File: config.mk
export PLATFORM = sky130hd
export DESIGN_NAME = lsu_seq
export DESIGN_NICKNAME = d
export VERILOG_FILES = /design/src/rtl/rv_lsu_pkg.sv /design/src/rtl/lsu_seq.sv
export SDC_FILE = /design/constraint.sdc
export NUM_CORES = 1
export LEC_CHECK = 0
export BUFFER_PORTS_ARGS = -buffer_cell sky130_fd_sc_hd__buf_4
export CELL_PAD_IN_SITES_DETAIL_PLACEMENT = 0
export CELL_PAD_IN_SITES_GLOBAL_PLACEMENT = 1
export CORE_ASPECT_RATIO = 0.9
export CORE_MARGIN = 3
export CORE_UTILIZATION = 42
export DETAILED_ROUTE_END_ITERATION = 12
export MAX_ROUTING_LAYER = met4
export PLACE_DENSITY = 0.95
export SLEW_MARGIN = 20
export SYNTH_ARGS = -nofsm -noshare
export SYNTH_HDL_FRONTEND = slang
export SYNTH_SLANG_ARGS = --single-unit
File: constraint.sdc
create_clock -name clk -period 4.18 [get_ports clk]
set_input_delay 0.209 -clock clk [delete_from_list [all_inputs] [get_ports clk]]
set_output_delay 0.209 -clock clk [all_outputs]
set_load 0.01 [all_outputs]
File: src/rtl/rv_lsu_pkg.sv
// Shared definitions for the load/store unit: function codes, access-size
// decode, sequencer state encoding and the datapath word width.
package rv_lsu_pkg;

  localparam int XLEN = 32;

  // Function codes: bit 3 = store, bit 2 = unsigned load, bits 1:0 = size.
  localparam logic [3:0] F_LB  = 4'b0000;
  localparam logic [3:0] F_LH  = 4'b0001;
  localparam logic [3:0] F_LW  = 4'b0010;
  localparam logic [3:0] F_LBU = 4'b0100;
  localparam logic [3:0] F_LHU = 4'b0101;
  localparam logic [3:0] F_SB  = 4'b1000;
  localparam logic [3:0] F_SH  = 4'b1001;
  localparam logic [3:0] F_SW  = 4'b1010;

  // Sequencer states
  localparam logic [2:0] ST_IDLE = 3'd0;
  localparam logic [2:0] ST_RD0  = 3'd1;
  localparam logic [2:0] ST_RD1  = 3'd2;
  localparam logic [2:0] ST_WR0  = 3'd3;
  localparam logic [2:0] ST_WR1  = 3'd4;
  localparam logic [2:0] ST_RESP = 3'd5;

  function automatic logic func_legal(input logic [3:0] f);
    case (f)
      F_LB, F_LH, F_LW, F_LBU, F_LHU, F_SB, F_SH, F_SW: return 1'b1;
      default:                                          return 1'b0;
    endcase
  endfunction

  // Access size in bytes (1/2/4)
  function automatic logic [2:0] func_size(input logic [3:0] f);
    case (f[1:0])
      2'b00:   return 3'd1;
      2'b01:   return 3'd2;
      default: return 3'd4;
    endcase
  endfunction

  // True when the access runs past the end of the first word.
  function automatic logic func_span(input logic [1:0] boff, input logic [3:0] f);
    return ({1'b0, boff} + func_size(f)) > 3'd4;
  endfunction

endpackage

File: src/rtl/lsu_seq.sv
// lsu_seq: memory sequencer for the combinational lsu datapath.
// Accepts one load/store per handshake, fetches the 64-bit window
// {word@A+1, word@A} (A = effective address [31:2]) from 32-bit memory,
// hands it to the datapath and either returns the load result or writes
// the merged window back. The second beat is issued only when the access
// crosses a word boundary.
//
// Ports
//   clk, rst_n                 clock, async active-low reset
//   req_valid/ready            request handshake (ready only in IDLE)
//   req_func/base/offset/wdata request fields
//   resp_valid/ready           response handshake, held until accepted
//   resp_rdata, resp_err       load result (0 for stores/errors), error flag
//   lsu_func/base/offset/reg_in  latched request fields to the datapath
//   lsu_mem_in                 assembled window {beat1, beat0}
//   lsu_addr/reg_out/mem_out   effective address, load result, merged window
//   mem_req/we/addr/wdata      registered beat request, held until mem_ack
//   mem_ack, mem_rdata         beat completion, read data valid with ack
import rv_lsu_pkg::*;

module lsu_seq #(
  parameter int TIMEOUT = 255
) (
  input  logic        clk,
  input  logic        rst_n,
  input  logic        req_valid,
  output logic        req_ready,
  input  logic [3:0]  req_func,
  input  logic [31:0] req_base,
  input  logic [11:0] req_offset,
  input  logic [31:0] req_wdata,
  output logic        resp_valid,
  input  logic        resp_ready,
  output logic [31:0] resp_rdata,
  output logic        resp_err,
  output logic [3:0]  lsu_func,
  output logic [31:0] lsu_base,
  output logic [11:0] lsu_offset,
  output logic [31:0] lsu_reg_in,
  output logic [63:0] lsu_mem_in,
  input  logic [31:0] lsu_addr,
  input  logic [31:0] lsu_reg_out,
  input  logic [63:0] lsu_mem_out,
  output logic        mem_req,
  output logic        mem_we,
  output logic [29:0] mem_addr,
  output logic [31:0] mem_wdata,
  input  logic        mem_ack,
  input  logic [31:0] mem_rdata
);

  localparam int TW = (TIMEOUT > 1) ? $clog2(TIMEOUT + 1) : 1;
  localparam logic [TW-1:0] TMO_LAST = (TIMEOUT > 0) ? TW'(TIMEOUT - 1) : '0;

  logic [2:0]    r_state, n_state;
  logic          r_first, n_first;
  logic [3:0]    r_func, n_func;
  logic [31:0]   r_base, n_base;
  logic [11:0]   r_offset, n_offset;
  logic [31:0]   r_wdata, n_wdata;
  logic [63:0]   r_win, n_win;
  logic [29:0]   r_word, n_word;
  logic          r_mem_req, n_mem_req;
  logic          r_mem_we, n_mem_we;
  logic [29:0]   r_mem_addr, n_mem_addr;
  logic [31:0]   r_mem_wdata, n_mem_wdata;
  logic [TW-1:0] r_tmo, n_tmo;
  logic          r_resp_valid, n_resp_valid;
  logic [31:0]   r_resp_rdata, n_resp_rdata;
  logic          r_resp_err, n_resp_err;
  logic          r_req_ready, n_req_ready;

  logic          w_hs, w_tmo, w_span, w_load, w_go_resp, w_go_err;
  logic [29:0]   w_word;
  logic [63:0]   w_win;

  assign w_hs   = r_mem_req & mem_ack;
  assign w_tmo  = (TIMEOUT != 0) && r_mem_req && !mem_ack && (r_tmo == TMO_LAST);
  assign w_span = func_span(lsu_addr[1:0], r_func);
  assign w_load = ~r_func[3];
  assign w_word = lsu_addr[31:2];

  // Read data is forwarded into the window during the ack cycle so the
  // datapath result (load value or merged store data) is already correct
  // at the edge that completes the beat; no extra settle cycle is needed.
  always_comb begin
    w_win = r_win;
    if (w_hs && r_state == ST_RD0) w_win[31:0]  = mem_rdata;
    if (w_hs && r_state == ST_RD1) w_win[63:32] = mem_rdata;
  end

  always_comb begin
    n_state      = r_state;
    n_first      = r_first;
    n_func       = r_func;
    n_base       = r_base;
    n_offset     = r_offset;
    n_wdata      = r_wdata;
    n_win        = r_win;
    n_word       = r_word;
    n_mem_req    = r_mem_req;
    n_mem_we     = r_mem_we;
    n_mem_addr   = r_mem_addr;
    n_mem_wdata  = r_mem_wdata;
    n_tmo        = (r_mem_req && !mem_ack) ? r_tmo + 1'b1 : r_tmo;
    n_resp_valid = r_resp_valid;
    n_resp_rdata = r_resp_rdata;
    n_resp_err   = r_resp_err;
    n_req_ready  = r_req_ready;
    w_go_resp    = 1'b0;
    w_go_err     = 1'b0;

    case (r_state)
      ST_IDLE: begin
        n_req_ready = 1'b1;
        if (req_valid && r_req_ready) begin
          n_func      = req_func;
          n_base      = req_base;
          n_offset    = req_offset;
          n_wdata     = req_wdata;
          n_win       = '0;
          n_req_ready = 1'b0;
          if (!func_legal(req_func)) w_go_err = 1'b1;
          else begin
            n_state = ST_RD0;
            n_first = 1'b1;
          end
        end
      end

      ST_RD0: begin
        if (r_first) begin
          // The latched request reaches the datapath one cycle after
          // acceptance; lsu_addr is valid now, so the first beat is chosen
          // here. Aligned word stores skip the read entirely.
          n_first    = 1'b0;
          n_word     = w_word;
          n_mem_req  = 1'b1;
          n_mem_addr = w_word;
          n_tmo      = '0;
          if (r_func == F_SW && lsu_addr[1:0] == 2'b00) begin
            n_state     = ST_WR0;
            n_mem_we    = 1'b1;
            n_mem_wdata = lsu_mem_out[31:0];
          end else begin
            n_mem_we    = 1'b0;
            n_mem_wdata = '0;
          end
        end else if (w_hs) begin
          n_win[31:0] = mem_rdata;
          if (w_span) begin
            n_state    = ST_RD1;
            n_mem_addr = r_word + 30'd1;
            n_tmo      = '0;
          end else if (w_load) begin
            w_go_resp = 1'b1;
          end else begin
            n_state     = ST_WR0;
            n_mem_we    = 1'b1;
            n_mem_addr  = r_word;
            n_mem_wdata = lsu_mem_out[31:0];
            n_tmo       = '0;
          end
        end else if (w_tmo) begin
          w_go_err = 1'b1;
        end
      end

      ST_RD1: begin
        if (w_hs) begin
          n_win[63:32] = mem_rdata;
          if (w_load) w_go_resp = 1'b1;
          else begin
            n_state     = ST_WR0;
            n_mem_we    = 1'b1;
            n_mem_addr  = r_word;
            n_mem_wdata = lsu_mem_out[31:0];
            n_tmo       = '0;
          end
        end else if (w_tmo) begin
          w_go_err = 1'b1;
        end
      end

      ST_WR0: begin
        if (w_hs) begin
          if (w_span) begin
            n_state     = ST_WR1;
            n_mem_addr  = r_word + 30'd1;
            n_mem_wdata = lsu_mem_out[63:32];
            n_tmo       = '0;
          end else begin
            w_go_resp = 1'b1;
          end
        end else if (w_tmo) begin
          w_go_err = 1'b1;
        end
      end

      ST_WR1: begin
        if (w_hs)       w_go_resp = 1'b1;
        else if (w_tmo) w_go_err  = 1'b1;
      end

      ST_RESP: begin
        if (resp_ready) begin
          n_state      = ST_IDLE;
          n_resp_valid = 1'b0;
          n_resp_err   = 1'b0;
          n_resp_rdata = '0;
          n_req_ready  = 1'b1;
        end
      end

      default: n_state = ST_IDLE;
    endcase

    // Common exit into RESP: withdraw any beat and capture the result.
    if (w_go_resp || w_go_err) begin
      n_state      = ST_RESP;
      n_mem_req    = 1'b0;
      n_mem_we     = 1'b0;
      n_mem_addr   = '0;
      n_mem_wdata  = '0;
      n_resp_valid = 1'b1;
      n_resp_err   = w_go_err;
      n_resp_rdata = (w_go_resp && w_load) ? lsu_reg_out : '0;
    end
  end

  always_ff @(posedge clk or negedge rst_n) begin
    if (!rst_n) begin
      r_state      <= ST_IDLE;
      r_first      <= 1'b0;
      r_func       <= '0;
      r_base       <= '0;
      r_offset     <= '0;
      r_wdata      <= '0;
      r_win        <= '0;
      r_word       <= '0;
      r_mem_req    <= 1'b0;
      r_mem_we     <= 1'b0;
      r_mem_addr   <= '0;
      r_mem_wdata  <= '0;
      r_tmo        <= '0;
      r_resp_valid <= 1'b0;
      r_resp_rdata <= '0;
      r_resp_err   <= 1'b0;
      r_req_ready  <= 1'b0;
    end else begin
      r_state      <= n_state;
      r_first      <= n_first;
      r_func       <= n_func;
      r_base       <= n_base;
      r_offset     <= n_offset;
      r_wdata      <= n_wdata;
      r_win        <= n_win;
      r_word       <= n_word;
      r_mem_req    <= n_mem_req;
      r_mem_we     <= n_mem_we;
      r_mem_addr   <= n_mem_addr;
      r_mem_wdata  <= n_mem_wdata;
      r_tmo        <= n_tmo;
      r_resp_valid <= n_resp_valid;
      r_resp_rdata <= n_resp_rdata;
      r_resp_err   <= n_resp_err;
      r_req_ready  <= n_req_ready;
    end
  end

  assign req_ready  = r_req_ready;
  assign resp_valid = r_resp_valid;
  assign resp_rdata = r_resp_rdata;
  assign resp_err   = r_resp_err;
  assign lsu_func   = r_func;
  assign lsu_base   = r_base;
  assign lsu_offset = r_offset;
  assign lsu_reg_in = r_wdata;
  assign lsu_mem_in = w_win;
  assign mem_req    = r_mem_req;
  assign mem_we     = r_mem_we;
  assign mem_addr   = r_mem_addr;
  assign mem_wdata  = r_mem_wdata;

endmodule
Yosys cells after proc, flatten, opt, wreduce, memory -nomap -nowiden. Memories as Yosys holds them, arrays and structs flattened. Cells that the tools add are included.

Add/subtract/negate cells: 3. Multiply operators: 0. Divide/modulo/power cells: 0. Order comparisons: 1. Eq/ne operators: 24. Shifts and indexed selects: 0. Mux-type cells: 91. Bitwise operators: 2. Reductions and logical operators: 34.

Operators with widths (count): 32-bit 2-to-1 mux (17); 30-bit 2-to-1 mux (8); 32-bit one-hot mux with 2 select lines (2); 32-bit one-hot mux with 3 select lines (1); 30-bit one-hot mux with 3 select lines (1); 64-bit 2-to-1 mux (1); 8-bit 2-to-1 mux (8); 3-bit 2-to-1 mux (12); 1-bit 2-to-1 mux (33); 30-bit by 1-bit adder with 30-bit output, second input constant (1); 8-bit one-hot mux with 3 select lines (1); 3-bit one-hot mux with 6 select lines (1); 3-bit != test, second input constant (5); 2-bit != test, second input constant (7); 2-bit nonzero test (7); 2-bit AND reduction (5); 9-bit AND reduction (1); 8-bit by 1-bit adder with 8-bit output, second input constant (1); 8-bit == test, second input constant (1); 4-bit by 3-bit != test with 1-bit output, second input constant (2); 4-bit AND reduction (2); 1-bit logical AND (7); 3-bit by 2-bit == test with 1-bit output, second input constant (2); 3-bit == test, second input constant (2); 23 further kinds (27).

Flip-flop bits (word level): 285. Bits in latches: 0. Memory bits (writable): 0. Memory bits (read-only): 16. Word-level logic and storage cells: 174. Memories: 1.

Memories: (no name shown) (depth 16, bits a word 1, read ports 1, clocked after Yosys merged registers in 0, write ports 0, line rv_lsu_pkg.sv:26) `case (f)`.

Depth between registers and ports, before layout. Gate-level depths: netlist (run 1).

Word-level depth: 11. Gate-level depth with buffers: 13. Mapped depth without buffers: 10.

Worst setup path after synthesis (run 1). OpenSTA, ideal clock, no wires.

Path type: reg-to-reg. From: register r_func[1], in the netlist lsu_func[1]. To: register r_mem_addr[10], in the netlist mem_addr[10]. Data arrival time: 2707 ps. Required time: 4098 ps. Slack: 1391 ps. Cell stages (with the launch flop): 13. Clock period less this slack: 2789 ps. Cell sequence: dfrtp_1 -> buf_6 -> nor2_1 -> ha_1 -> inv_1 -> fa_1 -> xnor2_4 -> a21oi_2 -> a211oi_4 -> buf_6 -> nand2_1 -> a211o_1 -> a31oi_1.

Word-level cells in the longest chain between the ends: 11. Elaborated cells on any way between the ends: 23. Those cells by class: add/sub: 1; order compare: 1; eq/ne: 5; mux: 12; reduce/logical: 4.

Ends and longest elaborated chain: start, declared (line lsu_seq.sv:57) `logic [3:0] r_func, n_func;`; start signal, assigned (line lsu_seq.sv:253) `r_func <= n_func;`; 2-bit by 1-bit == test with 1-bit output / 2-bit logical NOT (equally long branches) (line rv_lsu_pkg.sv:34) `case (f[1:0])`; 3-bit one-hot mux with 2 select lines (*) (line rv_lsu_pkg.sv:34); 2-bit by 3-bit adder with 3-bit output (*) (line rv_lsu_pkg.sv:43) `return ({1'b0, boff} + func_size(f)) > 3'd4;`; 3-bit greater-than comparator (*) (line rv_lsu_pkg.sv:43); 1-bit 2-to-1 mux (line lsu_seq.sv:151) `if (w_span) begin`; 1-bit 2-to-1 mux (line lsu_seq.sv:149) `end else if (w_hs) begin`; 1-bit 2-to-1 mux (line lsu_seq.sv:132) `if (r_first) begin`; 1-bit one-hot mux with 4 select lines (line lsu_seq.sv:113) `case (r_state)`; 1-bit logical OR (line lsu_seq.sv:219) `if (w_go_resp || w_go_err) begin`; 4-bit by 3-bit != test with 1-bit output (no source line) (tied with other cells); 5-bit AND reduction (no source line); end signal, assigned (line lsu_seq.sv:261) `r_mem_addr <= n_mem_addr;`; end, declared (line lsu_seq.sv:65) `logic [29:0] r_mem_addr, n_mem_addr;`.

Every way passes the cells marked *; elsewhere a longest branch is shown, timed or not. The select of a mux whose other input is x is not followed. A chain may end at the register's enable or synchronous reset.

Worst setup path after layout (run 1).
From: register r_state[1]. To: output port lsu_mem_in[55].

Word-level cells in the longest chain between the ends: 3.

Ends and longest elaborated chain: start, declared (line lsu_seq.sv:55) `logic [2:0] r_state, n_state;`; start signal, assigned (line lsu_seq.sv:251) `r_state <= n_state;`; 3-bit by 2-bit == test with 1-bit output (line lsu_seq.sv:89) `if (w_hs && r_state == ST_RD1) w_win[63:32] = mem_rdata;`; 1-bit logical AND (line lsu_seq.sv:89); 32-bit 2-to-1 mux (line lsu_seq.sv:89); end, declared (line lsu_seq.sv:40) `output logic [63:0] lsu_mem_in,`.

No other way between the ends.

==> results of run 1 <==
## report_power, final
group	switching, mW	leakage [nW]	internal, mW
Clock	1.19	0.502	1.63
Sequential	1.12	3.65	3.86
Combinational	4.52	6.31	3.94
## what timing repair did
| action | in CTS | in global routing |
|---|---|---|
| resized for setup | 0 | 0 |
| hold endpoints to repair | 294 | 0 |
| hold buffers | 176 | 0 |
| endpoints found under the setup margin | 0 | 0 |
## state kept, by name (all words and copies together), names as in the netlist
signal / flops
lsu_base: 32
lsu_func: 4
lsu_offset: 12
lsu_reg_in: 32
mem_addr: 30
mem_req: 1
mem_wdata: 32
mem_we: 1
r_first: 1
r_state: 3
r_tmo: 8
r_win: 64
r_word: 30
req_ready: 1
resp_err: 1
resp_rdata: 32
resp_valid: 1
## metal layers
metal / GRT usage, % / vias up / wire length (µm)
met2: 48.0 / 753 / 28300
met4: 10.6 / 0 / 2440
met3: 7.14 / 156 / 4910
met5: - / - / 0
met1: 34.9 / 7223 / 22100
li1: - / 6675 / -
## worst max-delay path by stage
stage and to:
3_3_place_gp r_win[27], 2_1_floorplan mem_addr[10], 3_5_place_dp r_win[19], 5_1_grt lsu_mem_in[55], 4_1_cts lsu_mem_in[55], 6_report lsu_mem_in[55]
## layout make-up
cell class	count	area, µm²	area share (%)
diodes	6	15.0	0.0673
inverters	11	41.3	0.185
flip-flops and latches	285	7140	32.0
repair buffers	698	5750	25.8
clock inverters	15	169	0.757
multi-input cells	1083	7750	34.7
well taps	469	587	2.63
clock buffers	40	860	3.85
## kinds of logic after synthesis
kind of cell | count (synthesis)
XOR/XNOR | 34
AO/OA/AOI/OAI | 358
adder cells (fa/ha/maj) | 5
buffers and inverters | 132
AND/OR/NAND/NOR | 426
flip-flops | 285
multiplexers | 260
## cells in the mapped netlist (3+ instances only)
cell	number
nor3_1	17
o211a_1	9
a221o_1	4
mux2_1	6
a221oi_1	14
a21o_1	3
and3_1	11
mux2_2	197
o211ai_1	25
o311ai_0	4
nand2_1	238
clkbuf_1	40
nor2_1	64
a32o_1	3
a22o_1	74
a21boi_0	3
nand3_1	41
buf_6	5
nor2b_1	7
nand4_1	12
mux2i_1	57
nor4_1	6
o22a_1	9
dfrtp_1	285
a2bb2oi_1	3
xnor2_1	16
and4_1	3
o21ai_0	68
a211oi_1	13
xor2_1	17
ha_1	4
buf_2	57
a311oi_1	4
a21oi_1	81
nand2b_1	6
and2_1	5
buf_1	16
buf_4	3
a211o_1	5
a31oi_1	4
o22ai_1	10
inv_1	9
## critical path: cells and delay by family (launching register included)
family / cells / cell delay [ps]
buffers and inverters: 2 / 450
flip-flops: 1 / 870
multiplexers: 1 / 380
AND/OR/NAND/NOR: 3 / 1320
## cells in the final DEF, fill, tap and decap left out, types with 5 or more instances in the layout
cell	count
clkbuf_8	5
dlygate4sd3_1	176
mux2i_1	57
a221oi_1	14
nand2_1	238
nor3_1	17
nand4_1	12
nor4_1	5
nor2_1	61
a22o_1	74
nor2b_1	6
clkinv_2	6
nand3_1	41
a21oi_1	81
o211ai_1	25
o21ai_0	68
mux2_1	6
o211a_1	9
and2_1	5
nand2b_1	5
xor2_1	17
buf_12	5
clkbuf_16	31
inv_1	9
mux2_2	197
a211oi_1	13
buf_4	516
diode_2	6
o22a_1	9
o22ai_1	10
and3_1	11
a211o_1	5
dfrtp_1	283
xnor2_1	16
==> metrics.yaml, run 1 <==
holdWs_ps: 65.1
synth_cells: 1500
final_layout_size_suffix_gt1_share_pct: 37.6
yosysTopAreaCellShare_pct: 46.2
synth_area_leaders: "dfrtp_1, mux2_2, nand2_1, a22o_1, mux2i_1"
worstPathMaxFanout: 38
r2r_setup_slack_ps: 680
drv_cap: 0
synth_nets: 1750
synthAdderAreaFrac_pct: 0.454
timing.rr.end: "r_win[19]"
max_freq_mhz: 260
ys_seq_area_share_pct: 46.2
synth_cell_types: 75
routed_wl_mm: 57.8
grt_pass1_wl_mm: 88.9
stdcell_area_mm2: 0.0223
first_pass_iters: 5
cp.arrival_ps: 3630
crit_required_ps: 3970
critPathMaxStageDelay_ps: 870
maxSlewViolCount: 0
finalHoldViolCount: 0
routabilityCongestion: 0.855
synth_warnings: 0
dieArea_mm2: 0.0391
reg2reg_depth: 12
cts_sinks: 285
synth_top_cell_by_area: "dfrtp_1"
synth_edf_count: 0
crit_chain: "nor2b_4 -> nand2_1 -> nor2_4 -> buf_12 -> mux2_2 -> buf_4"
dp_cells: 2370
synthXorXnorAreaFrac_pct: 2.05
crit_path_end_kind: "output port"
synth_mux_area_share_pct: 18.5
nFillCells: 2752
r2r_start: "lsu_func[1]"
die_w_um: 208
syn_avg_cell_area_um2: 10.3
cts_tree: "yes"
grt_overflow: 0
critPathKind: "flip-flop to output port"
hp-start: "lsu_mem_out[5]"
setup_violations: 0
timing.final.ws_setup_ps: 337
skew_ps: 19.0
outcome: "finished, final reports clean"
routed-via-count: 14807
core.rowCount: 65
post_dp_cell_area_mm2: 0.0195
portBuffers: 487
syn_to_final_growth_pct: 44.4
period_share_pct: 91.9
dp_slack_ps: 704
pwr_density_cell_mw_per_mm2: 729
synth_compound_area_share_pct: 16.5
via_per_inst: 5.68
fin_nets: 2360
p_total_mw: 16.3
post-route-util_pct: 62.6
synth_area_mm2: 0.0154
ys_ff_latch: 285
grt_max_degree: 90
p_leak_nw: 10.5
hold_path_class: "input pin to flip-flop"
synth-simple-area-share_pct: 12.3
ys.flop_type: "dfrtp_1"
critical_path.startpoint: "r_state[1]"
whs_endpoint: "mem_wdata[5]"
dp_hpwl_mm: 37.7
post-cts-setup-buffers: 0
grt_pass1_vias: 15193
start_util_pct: 43.4
clock_latency_ps: 570
core_mm2: 0.0356
ctsHtreeMaxLevel: 1
tightest_slew_ps: 1010
rsz0062_at_grt: "no"
setup_tns_ps: 0
antenna_found_initial: 6
hold_depth: 5
ios: 488
root_buffer: "clkbuf_16"
clk_pin_slew_ps: 70
drtAntennaViolNets: 0
layout_min_cycle_time_ps: 3840
cts_buffers: 31
slew_headroom_pct: 32.9
die_h_um: 188
slowest_stage: "dfrtp_1"
drtIter0Drc: 1133
routedWlPerCell_um: 22.2
grt_usage_pct: 29.1
stdcell_count: 2607
clockBufferDepth: 3
startpoint_type: "flip-flop"
peakVddDrop_mv: 0.588
drc: 0
synthArstFlopShare_pct: 100
synth_top_family_by_area: "multiplexers"
No activity file was read; power rests on OpenSTA's default activity.
==> inputs of run 2 (changes only) <==
ABC_AREA = 1   (was unset)
CORE_UTILIZATION = 39   (was 42)
SLEW_MARGIN = unset   (was 20)
==> metrics.yaml, run 2 <==
outcome: "finished, final reports clean"
drv_cap: 0
synth_top_cell_by_area: "dfrtp_1"
critPathKind: "flip-flop to output port"
syn_avg_cell_area_um2: 7.03
p_seq_share_pct: 28.3
clock_latency_ps: 510
synth_area_leaders: "dfrtp_1, nand2_1, o21ai_0, a21oi_1, nand3_1"
slew_headroom_pct: 20.2
routabilityCongestion: 0.940
layout_commonest_cell: "nand2_1"
grt_max_degree: 108
antenna_found_initial: 5
setup_tns_ps: 0
synth_area_mm2: 0.0154
synthArstFlopShare_pct: 100
ys_seq_area_share_pct: 46.4
portBuffers: 487
first_pass_iters: 5
setup_violations: 0
fin_nets: 3033
rsz0062_at_grt: "no"
clockPowerShare_pct: 18.8
p_leak_nw: 11.3
holdWs_ps: 36.3
synth_cells: 2190
skew_ps: 12.3
p_comb_share_pct: 52.9
crit_required_ps: 3970
max_freq_mhz: 269
syn_to_final_growth_pct: 45.3
die_w_um: 215
netSwitchingPower_mw: 7.59
clk_pin_slew_ps: 60
grt_pass1_vias: 16893
core_mm2: 0.0386
synth_cell_types: 36
crit_path_end_kind: "output port"
tightest_slew_ps: 1190
start_util_pct: 39.8
core.rowCount: 68
top_register: "r_win"
pwr_density_cell_mw_per_mm2: 746
synth_warnings: 0
finalHoldViolCount: 0
drtAntennaViolNets: 0
ctsHtreeMaxLevel: 2
stdcell_area_mm2: 0.0224
dieArea_mm2: 0.0419
routedWlPerCell_um: 18.1
peakVddDrop_mv: 0.495
yosysTopAreaCellShare_pct: 46.4
cts_buffers: 34
synth_edf_count: 0
swShare_pct: 45.5
ios: 488
synth_most_common_cell: "nand2_1"
post_dp_cell_area_mm2: 0.0194
synthTopCellsByCount: "nand2_1, dfrtp_1, o21ai_0"
final_layout_size_suffix_gt1_share_pct: 21.1
root_buffer: "clkbuf_16"
synth_nets: 2440
cts_tree: "yes"
startpoint_type: "flip-flop"
layout_min_cycle_time_ps: 3720
drc: 0
grt_pass1_wl_mm: 94.1
cts_sinks: 285
routed-via-count: 17333
ys.flop_type: "dfrtp_1"
largest_reg_flops: 64
ys_ff_latch: 285
clockBufferDepth: 3
grt_overflow: 0
routed_wl_mm: 60.3
post-cts-setup-buffers: 0
grt_usage_pct: 28.6
final_cell_mix: "nand2_1, buf_4, dfrtp_1"
drtIter0Drc: 1404
p_int_mw: 9.08
via_per_inst: 5.20
worstPathMaxFanout: 64
hold_path_class: "input pin to flip-flop"
maxSlewViolCount: 0
cp.arrival_ps: 3510
dp_hpwl_mm: 40.0
die_h_um: 194
period_share_pct: 88.9
## run 2: cell types whose count changed after synthesis, moves of 77 or more
cell | previous run | this run
mux2_2 | 197 | 0
nand3_1 | 41 | 118
nand2_1 | 238 | 896
o21ai_0 | 68 | 222
nor2_1 | 64 | 143
inv_1 | 9 | 135
## run 2: kinds of logic (layout without fill, tap and decap cells)
family	count (synthesis)	after routing	synth area share (%)
and+or+nand+nor	1184	1184	30.4
other	0	5	0
DFF	285	285	46.4
AOI/OAI and AO/OA	421	421	14.6
muxes	1	1	0.0651
buffers and inverters	275	891	6.98
xor gates and xnor gates	19	19	1.08
adders and majority gates	5	5	0.455
## run 2: worst max-delay path, stage by stage, from the launching register on
cell and delay (ps):
dfrtp_1 500, inv_2 110, nand2_2 380, nor2_4 750, inv_2 110, nor2_4 100
buf_4 480, nand2_1 130, o21ai_0 170, buf_4 190
## run 2: path summary, 6_finish.rpt
check                               start             end  slack [ps]  cells after the start
setup / recovery               r_state[2]  lsu_mem_in[38]         460                      9
hold / removal                 resp_ready      resp_valid          40                      4
setup reg to reg              lsu_func[0]    mem_addr[12]         760                     13
hold reg to reg            resp_rdata[15]  resp_rdata[15]         470                      2
max in group asynchronous           rst_n  lsu_reg_in[21]        2660                      3
min in group asynchronous           rst_n       r_win[51]         310                      2
## run 2: timing repair
| item | in CTS | in global routing |
|---|---|---|
| hold buffers | 175 | 0 |
| endpoints found under the hold margin | 310 | 0 |
| endpoints found under the setup margin | 0 | 0 |
| gates resized for setup | 0 | 0 |
## run 2: power by group through the flow
stage	clock (mW)	combinational (mW)	sequential, mW
global route	3.32	9.81	4.83
finish	3.13	8.82	4.72
CTS	3.21	8.76	4.69
floorplan	0	5.13	4.79
global placement	0	8.38	4.69
detailed placement	0	8.60	4.70
## run 2: final cells by class
type,instances,area [µm²]
Clock inverter,8,174
Tap cell,525,657
Antenna cell,5,12.5
Multi-Input combinational cell,1630,7230
Clock buffer,51,986
Fill cell,3509,16300
Timing Repair Buffer,687,5620
Inverter,145,544
Sequential cell,285,7140
## run 2: stage by stage
step	power, mW	util (%)	setup WS [ps]	std cells
finish	16.7	57.9	462	3336
detailed placement	13.3	50.3	831	3097
global placement	13.1	50.3	959	3097
CTS	16.7	57.8	487	3331
global route	18.0	57.9	263	3336
floorplan	9.92	-	1700	2190
## run 2: per-layer routing
metal	track usage [%]	wire, µm	up-vias
met5	-	0	-
met4	9.40	2150	0
met3	6.80	5490	150
met2	45.6	28100	763
met1	36.1	24500	8215
li1	-	-	8205
